`config.mk`:
```
export PLATFORM = sky130hd
export DESIGN_NAME = axi_bridge_arb
export DESIGN_NICKNAME = d
export VERILOG_FILES = /design/src/rtl/axi_bridge_arb.sv
export SDC_FILE = /design/constraint.sdc
export NUM_CORES = 1
export LEC_CHECK = 0
export ABC_AREA = 1
export CAP_MARGIN = 15
export CELL_PAD_IN_SITES_DETAIL_PLACEMENT = 1
export CELL_PAD_IN_SITES_GLOBAL_PLACEMENT = 2
export CORE_MARGIN = 3
export CORE_UTILIZATION = 18
export DETAILED_ROUTE_END_ITERATION = 12
export PLACE_DENSITY_LB_ADDON = 0.2
export SYNTH_ARGS = -nofsm -noshare
export SYNTH_HDL_FRONTEND = slang
export SYNTH_SLANG_ARGS = --single-unit
```
`constraint.sdc`:
```
create_clock -name clk -period 1.55 [get_ports clk]
set_input_delay 0.2325 -clock clk [delete_from_list [all_inputs] [get_ports clk]]
set_output_delay 0.2325 -clock clk [all_outputs]
set_load 0.01 [all_outputs]
```
`src/rtl/axi_bridge_arb.sv`:
```
// Shares one AXI master port between the fetch (read-only) and data (read/write) SRAM-like ports.
// Optional ARB_RAW_ADDR_CHECK_EN: block data reads only when they hit the word of the outstanding write.
module axi_bridge_arb (
  input  logic        clk,
  input  logic        reset,
  input  logic        inst_req,
  input  logic [31:0] inst_addr,
  input  logic [1:0]  inst_size,
  output logic        inst_addr_ok,
  output logic        inst_data_ok,
  output logic [31:0] inst_rdata,
  input  logic        data_req,
  input  logic        data_wr,
  input  logic [1:0]  data_size,
  input  logic [31:0] data_addr,
  input  logic [3:0]  data_wstrb,
  input  logic [31:0] data_wdata,
  output logic        data_addr_ok,
  output logic        data_data_ok,
  output logic [31:0] data_rdata,
  output logic [3:0]  arid,
  output logic [31:0] araddr,
  output logic [3:0]  arlen,
  output logic [2:0]  arsize,
  output logic [1:0]  arburst,
  output logic [1:0]  arlock,
  output logic [3:0]  arcache,
  output logic [2:0]  arprot,
  output logic        arvalid,
  input  logic        arready,
  input  logic [3:0]  rid,
  input  logic [31:0] rdata,
  input  logic        rvalid,
  output logic        rready,
  output logic [3:0]  awid,
  output logic [31:0] awaddr,
  output logic [3:0]  awlen,
  output logic [2:0]  awsize,
  output logic [1:0]  awburst,
  output logic [1:0]  awlock,
  output logic [3:0]  awcache,
  output logic [2:0]  awprot,
  output logic        awvalid,
  input  logic        awready,
  output logic [3:0]  wid,
  output logic [31:0] wdata,
  output logic [3:0]  wstrb,
  output logic        wlast,
  output logic        wvalid,
  input  logic        wready,
  input  logic        bvalid,
  output logic        bready
);

  typedef enum logic [1:0] {R_IDLE, R_AR, R_WAIT} r_state_t;
  typedef enum logic [1:0] {W_IDLE, W_AW, W_B} w_state_t;

  r_state_t r_state, r_next;
  w_state_t w_state, w_next;

  logic        r_owner;   // 0 = inst, 1 = data
  logic [31:0] araddr_q;
  logic [2:0]  arsize_q;
  logic [31:0] awaddr_q;
  logic [2:0]  awsize_q;
  logic [31:0] wdata_q;
  logic [3:0]  wstrb_q;
  logic        aw_done, w_done;

  logic raw_block, data_rd_go, inst_rd_go, wr_go, aw_hs, w_hs;
  logic unused_rid;

  assign unused_rid = ^rid;

`ifdef ARB_RAW_ADDR_CHECK_EN
  assign raw_block = (w_state != W_IDLE) && (data_addr[31:2] == awaddr_q[31:2]);
`else
  assign raw_block = (w_state != W_IDLE);
`endif

  // A data read is only a candidate when it could actually be accepted; otherwise fetch goes.
  assign data_rd_go = (r_state == R_IDLE) && data_req && !data_wr && !raw_block;
  assign inst_rd_go = (r_state == R_IDLE) && inst_req && !data_rd_go;
  assign wr_go      = (w_state == W_IDLE) && data_req && data_wr;

  assign inst_addr_ok = inst_rd_go;
  assign data_addr_ok = data_rd_go || wr_go;

  assign arid    = {3'b000, r_owner};
  assign araddr  = araddr_q;
  assign arsize  = arsize_q;
  assign arlen   = 4'd0;
  assign arburst = 2'b01;
  assign arlock  = 2'b00;
  assign arcache = 4'd0;
  assign arprot  = 3'd0;
  assign arvalid = (r_state == R_AR);

  assign awid    = 4'd1;
  assign awaddr  = awaddr_q;
  assign awsize  = awsize_q;
  assign awlen   = 4'd0;
  assign awburst = 2'b01;
  assign awlock  = 2'b00;
  assign awcache = 4'd0;
  assign awprot  = 3'd0;
  assign awvalid = (w_state == W_AW) && !aw_done;

  assign wid    = 4'd1;
  assign wdata  = wdata_q;
  assign wstrb  = wstrb_q;
  assign wlast  = 1'b1;
  assign wvalid = (w_state == W_AW) && !w_done;

  assign aw_hs = awvalid && awready;
  assign w_hs  = wvalid && wready;

  // The B response owns the data_data_ok slot; a data read response waits a cycle.
  assign bready = (w_state == W_B);
  assign rready = (r_state == R_WAIT) && !(r_owner && (w_state == W_B) && bvalid);

  assign inst_rdata   = rdata;
  assign data_rdata   = rdata;
  assign inst_data_ok = rvalid && rready && !r_owner;
  assign data_data_ok = (rvalid && rready && r_owner) || (bvalid && bready);

  always_comb begin
    r_next = r_state;
    case (r_state)
      R_IDLE:  if (data_rd_go || inst_rd_go) r_next = R_AR;
      R_AR:    if (arvalid && arready)       r_next = R_WAIT;
      R_WAIT:  if (rvalid && rready)         r_next = R_IDLE;
      default: r_next = R_IDLE;
    endcase
  end

  always_comb begin
    w_next = w_state;
    case (w_state)
      W_IDLE:  if (wr_go) w_next = W_AW;
      W_AW:    if ((aw_done || aw_hs) && (w_done || w_hs)) w_next = W_B;
      W_B:     if (bvalid && bready) w_next = W_IDLE;
      default: w_next = W_IDLE;
    endcase
  end

  always_ff @(posedge clk) begin
    if (reset) begin
      r_state  <= R_IDLE;
      r_owner  <= 1'b0;
      araddr_q <= 32'd0;
      arsize_q <= 3'd0;
    end else begin
      r_state <= r_next;
      if (data_rd_go) begin
        r_owner  <= 1'b1;
        araddr_q <= data_addr;
        arsize_q <= {1'b0, data_size};
      end else if (inst_rd_go) begin
        r_owner  <= 1'b0;
        araddr_q <= inst_addr;
        arsize_q <= {1'b0, inst_size};
      end
    end
  end

  always_ff @(posedge clk) begin
    if (reset) begin
      w_state  <= W_IDLE;
      aw_done  <= 1'b0;
      w_done   <= 1'b0;
      awaddr_q <= 32'd0;
      awsize_q <= 3'd0;
      wdata_q  <= 32'd0;
      wstrb_q  <= 4'd0;
    end else begin
      w_state <= w_next;
      // Handshake-done flags only live inside W_AW; they clear on any other state.
      aw_done <= (w_state == W_AW) && (aw_done || aw_hs);
      w_done  <= (w_state == W_AW) && (w_done || w_hs);
      if (wr_go) begin
        awaddr_q <= data_addr;
        awsize_q <= {1'b0, data_size};
        wdata_q  <= data_wdata;
        wstrb_q  <= data_wstrb;
      end
    end
  end

endmodule

```
Yosys cells after proc, flatten, opt, wreduce, memory -nomap -nowiden. Cells that the tools add are included.

Equality and inequality tests: 10. Multiplexer cells: 14. Reduce and logical (&&, ||, !) cells: 40.

Operator list (count): 2-to-1 mux 32 bit (2); logical AND 1 bit (22); 2-to-1 mux 2 bit (8); case mux 2 bit (3 select lines) (2); != test 2 x 1 -> 1 bit (second input constant) (5); zero test 1 bit (7); AND reduction 3 bit (2); logical OR 1 bit (5); equality test 2 x 1 -> 1 bit (second input constant) (2); equality test 2 bit (second input constant) (2); zero test 2 bit (2); nonzero test 2 bit (2); 2-to-1 mux 1 bit (2); != test 2 bit (second input constant) (1).

Register bits after elaboration: 111. Input bits: 150. Output and inout port bits: 222.

Longest topological paths before layout. Gate-level depths: netlist (run 1).

Depth after elaboration: 9. Mapped depth: 9.

Least setup slack after synthesis (run 1). Ideal clock, no wire load.

Kind: flip-flop to output port. From: reg r_state[1]. To: out inst_addr_ok. Arrival time: 1007 ps. Required time: 1317 ps. Setup slack: 310 ps. Stages on the path, launching flop included: 6. Cell sequence: dfxtp_1 inv_2 nand3_2 buf_4 buf_2 a21oi_1.

Word-level cells in the longest chain between the ends: 6.

RTL lines: start, declared (RTL line 58) `r_state_t r_state, r_next;`; start signal, assigned (RTL line 154) `r_state <= r_next;`; zero test 2 bit * (RTL line 82, 83); logical AND 1 bit (3 in series) (RTL line 82) `assign data_rd_go = (r_state == R_IDLE) && data_req && !data_wr && !raw_block;`; zero test 1 bit (RTL line 83) `assign inst_rd_go = (r_state == R_IDLE) && inst_req && !data_rd_go;`; logical AND 1 bit * (RTL line 83); end, declared (RTL line 9) `output logic inst_addr_ok,`.

Every way passes the cells marked *; elsewhere a longest branch is shown, timed or not.

Worst setup path after layout (run 1).
From: reg wdata_q[19] (netlist: wdata[19]). To: out wdata[19].

RTL lines: start, declared (RTL line 66) `logic [31:0] wdata_q;`; start signal, assigned (RTL line 184) `wdata_q <= data_wdata;`; end, declared (RTL line 46) `output logic [31:0] wdata,`.

No word-level cell between the ends.

==> results by group, run 1 <==
Synthesis
  • Area share of the largest cell type after synthesis: 40.17%
  • Synth top cells by count: nand3_1, buf_4, nand2_1
  • Top cells by area, synth: dfxtp_1, nand3_1, buf_4
  • Cells after Synth: 750
  • Warnings, synthesis: 0
  • Sequential-to-total area share from yosys stat: 40.17%
  • Synth Register Bits: 111
  • Ys async rst share: 0%
  • Most frequent cell after synthesis: nand3_1
  • Area leader, netlist: dfxtp_1
  • Synth cell types: 23
  • Cell Area, Synth: 0.005532 mm²
  • Post-synth EDFFs: 0
  • Synth Flop Type: dfxtp_1
  • Avg Cell Area, Syn: 7.375 µm²

Clock tree
  • Clk sinks: 111
  • Worst-path clk slew: 0.09 ns
  • CTS Hold Bufs: 0
  • H-tree depth: 3
  • Root buffer cell: clkbuf_16
  • CTS Buffer Depth: 2
  • Skew-Pair Late Insertion Delay: 0.36 ns
  • CTS tree: done
  • CTS Buf Count: 9

Cells and area
  • # diodes: 0
  • Design Area, Final: 0.008159 mm²
  • Final nets: 1059
  • Area Growth Syn to Fin: 47.50%
  • Layout cells sized above 1: 9.956%

STA
  • Fin crit share: 96.78%
  • Fin. Hold Viols: 0
  • Worst clock skew: 0.01463 ns
  • Max Slew Vio Count: 0
  • Min Tclk post-route: 1.500 ns
  • Fmax: 0.6666 GHz
  • Setup-failing EPs final: 0
  • RSZ-0062 raised after global routing: yes
  • Post-Route Setup TNS: 0 ns

Floorplan
  • Vert. Die Dim: 181.3 µm
  • Row cnt: 63
  • Core area: 0.02995 mm²
  • Total I/O pin count: 372
  • Initial Utilization: 18.47%
  • Die ar.: 0.03287 mm²
  • Die X: 181.3 µm

Worst setup path
  • WP data required: 1.32 ns
  • CP max stage cell: clkdlybuf4s50_1
  • Crit path cell chain: clkdlybuf4s50_1
  • CP delay by family, top: buffers and inverters
  • Setup CP Type: flip-flop to output port
  • Worst Path Max Fanout: 2
  • Crit path DAT: 1.27 ns
  • Crit end category: output port
  • Max incr delay on CP: 0.55 ns
  • Buf/Inv on CP: 1
  • Critical Path Source Type: flip-flop

Detailed routing
  • Via-to-Cell Ratio: 4.089
  • Via count: 5332
  • Final ANT Viol Nets: 0
  • First DRT Iteration DRCs: 136
  • Wirelength per Cell: 18.05 µm
  • DRC viols: 0
  • Final WL: 23.53 mm
  • Drt pass-1 iters: 4

Placed design
  • PortBufs: 227
  • GP Congestion: 0.7173
  • DP HPWL: 17.03 mm
  • Placed inst area: 0.007694 mm²

Global route
  • Largest net degree at the start of global routing: 60
  • Antenna violations before repair: 0
  • GRT Total Usage: 13.96%
  • Vias in the first global route: 5518
  • First-pass GRT wire length: 35.25 mm
  • Gr ovfl total: 0

Hold path
  • Hold WC Path Type: input port to flip-flop

Status
  • Status: completed

Run
  • Max-Cap Viols: 0

Pwr
  • Maximum vdd ir drop: 0.0005323 V
  • LEAKAGE: 0.004027 µW
  • Pwr/cell area: 935.8 mW/mm²
## through the flow
step | total power [µW] | cells | worst slack, ns | hold WS (ns) | util [%]
floorplan | 4295 | 792 | 0.3104 | 0.3720 | -
global placement | 5135 | 1283 | -0.3363 | 0.4483 | 25.69
detailed placement | 5135 | 1283 | -0.3578 | 0.4560 | 25.69
CTS | 7851 | 1304 | -0.01816 | 0.2198 | 26.80
global route | 8129 | 1304 | -0.06769 | 0.2286 | 27.24
finish | 7635 | 1304 | 0.04994 | 0.2182 | 27.24
## cells by family (layout without fill, tap and decap cells)
group,count (synthesis),count (layout),synth area share (%)
AOI/OAI and AO/OA,79,79,7.148
and+or+nand+nor,341,341,29.02
buffers and inverters,217,339,23.52
DFF,111,111,40.17
other,2,44,0.1358
## layer usage
layer  GRT usage, %  wire [µm]  part of all wire (%)  up-vias
met5              0          0                     0        -
li1               -          -                     -     2615
met4          3.717        391                   1.7        0
met1          17.02      10150                    43     2507
met2          23.22      11070                    47      174
met3          5.174       1915                   8.1       36
## state kept, by name, summed over array words and instances, names as in the netlist
register	cells
arsize	2
w_state	2
awaddr	32
wstrb	4
wdata	32
r_state	2
awsize	2
r_owner	1
w_done	1
araddr	32
aw_done	1
## cells in the final DEF (no fill, tap or decap), types with 2 or more instances in the layout
cell type,netlist,routed
a21oi_1,75,74
buf_12,0,6
buf_2,26,4
buf_4,115,31
buf_6,3,6
buf_8,0,2
clkbuf_16,0,9
clkbuf_2,0,4
clkdlybuf4s50_1,0,165
conb_1,2,44
dfxtp_1,111,107
dfxtp_2,0,3
dlygate4sd2_1,0,12
dlymetal6s2s_1,0,39
inv_1,47,46
inv_2,6,6
inv_6,0,4
nand2_1,113,113
nand2_2,3,3
nand3_1,208,207
nand3_2,1,2
nand3b_1,2,2
nor2_1,9,8
nor2_8,2,2
o21ai_0,3,2
## where the power goes
group / internal, µW / switching, µW
Combinational: 893 / 983
Sequential: 3040 / 98.6
Clock: 1340 / 1280
Total: 5280 / 2360
## layout make-up
| cell class | count | area, µm² |
|---|---|---|
| sequential | 111 | 2230 |
| timing repair buffer | 269 | 2735 |
| clock inverter | 6 | 81.33 |
| tap | 390 | 488.0 |
| inverter | 54 | 205.2 |
| multi-input combinational | 464 | 2181 |
| clock buffer | 10 | 239.0 |
| fill | 3603 | 21790 |
## worst paths after layout
check / from / to / slack [ns] / cells after the start
worst max register to register: w_state[1] / awaddr[12] / 0.11 / 7
worst max-delay path: wdata[19] / wdata[19] / 0.05 / 1
worst min-delay path: reset / r_state[1] / 0.22 / 2
worst min register to register: awaddr[12] / awaddr[12] / 0.46 / 2
## repair_timing
| item | 4_1_cts | 5_1_grt |
|---|---|---|
| pin swaps | 2 | 3 |
| buffers inserted | 5 | 0 |
| endpoints found under the setup margin | 47 | 69 |
| cloned | 0 | 0 |
| gates resized for setup | 49 | 58 |
(Power assumes the default switching activity.)
==> inputs of run 2 (changes only) <==
--- a/config.mk
+++ b/config.mk
@@ -6,7 +6,7 @@
 export NUM_CORES = 1
 export LEC_CHECK = 0
 export ABC_AREA = 1
-export CAP_MARGIN = 15
+export CAP_MARGIN = 20
 export CELL_PAD_IN_SITES_DETAIL_PLACEMENT = 1
 export CELL_PAD_IN_SITES_GLOBAL_PLACEMENT = 2
 export CORE_MARGIN = 3
==> results of run 2 <==
No change in the layout: final DEF, timing and power equal those of run 1.
==> inputs of run 3 (changes only) <==
--- a/config.mk
+++ b/config.mk
@@ -11,7 +11,9 @@
 export CELL_PAD_IN_SITES_GLOBAL_PLACEMENT = 2
 export CORE_MARGIN = 3
 export CORE_UTILIZATION = 18
+export CTS_CLUSTER_DIAMETER = 60
 export DETAILED_ROUTE_END_ITERATION = 12
+export GPL_TIMING_DRIVEN = 1
 export PLACE_DENSITY_LB_ADDON = 0.2
 export SYNTH_ARGS = -nofsm -noshare
 export SYNTH_HDL_FRONTEND = slang
==> results of run 3 <==
No change in the layout: final DEF, timing and power equal those of run 1.
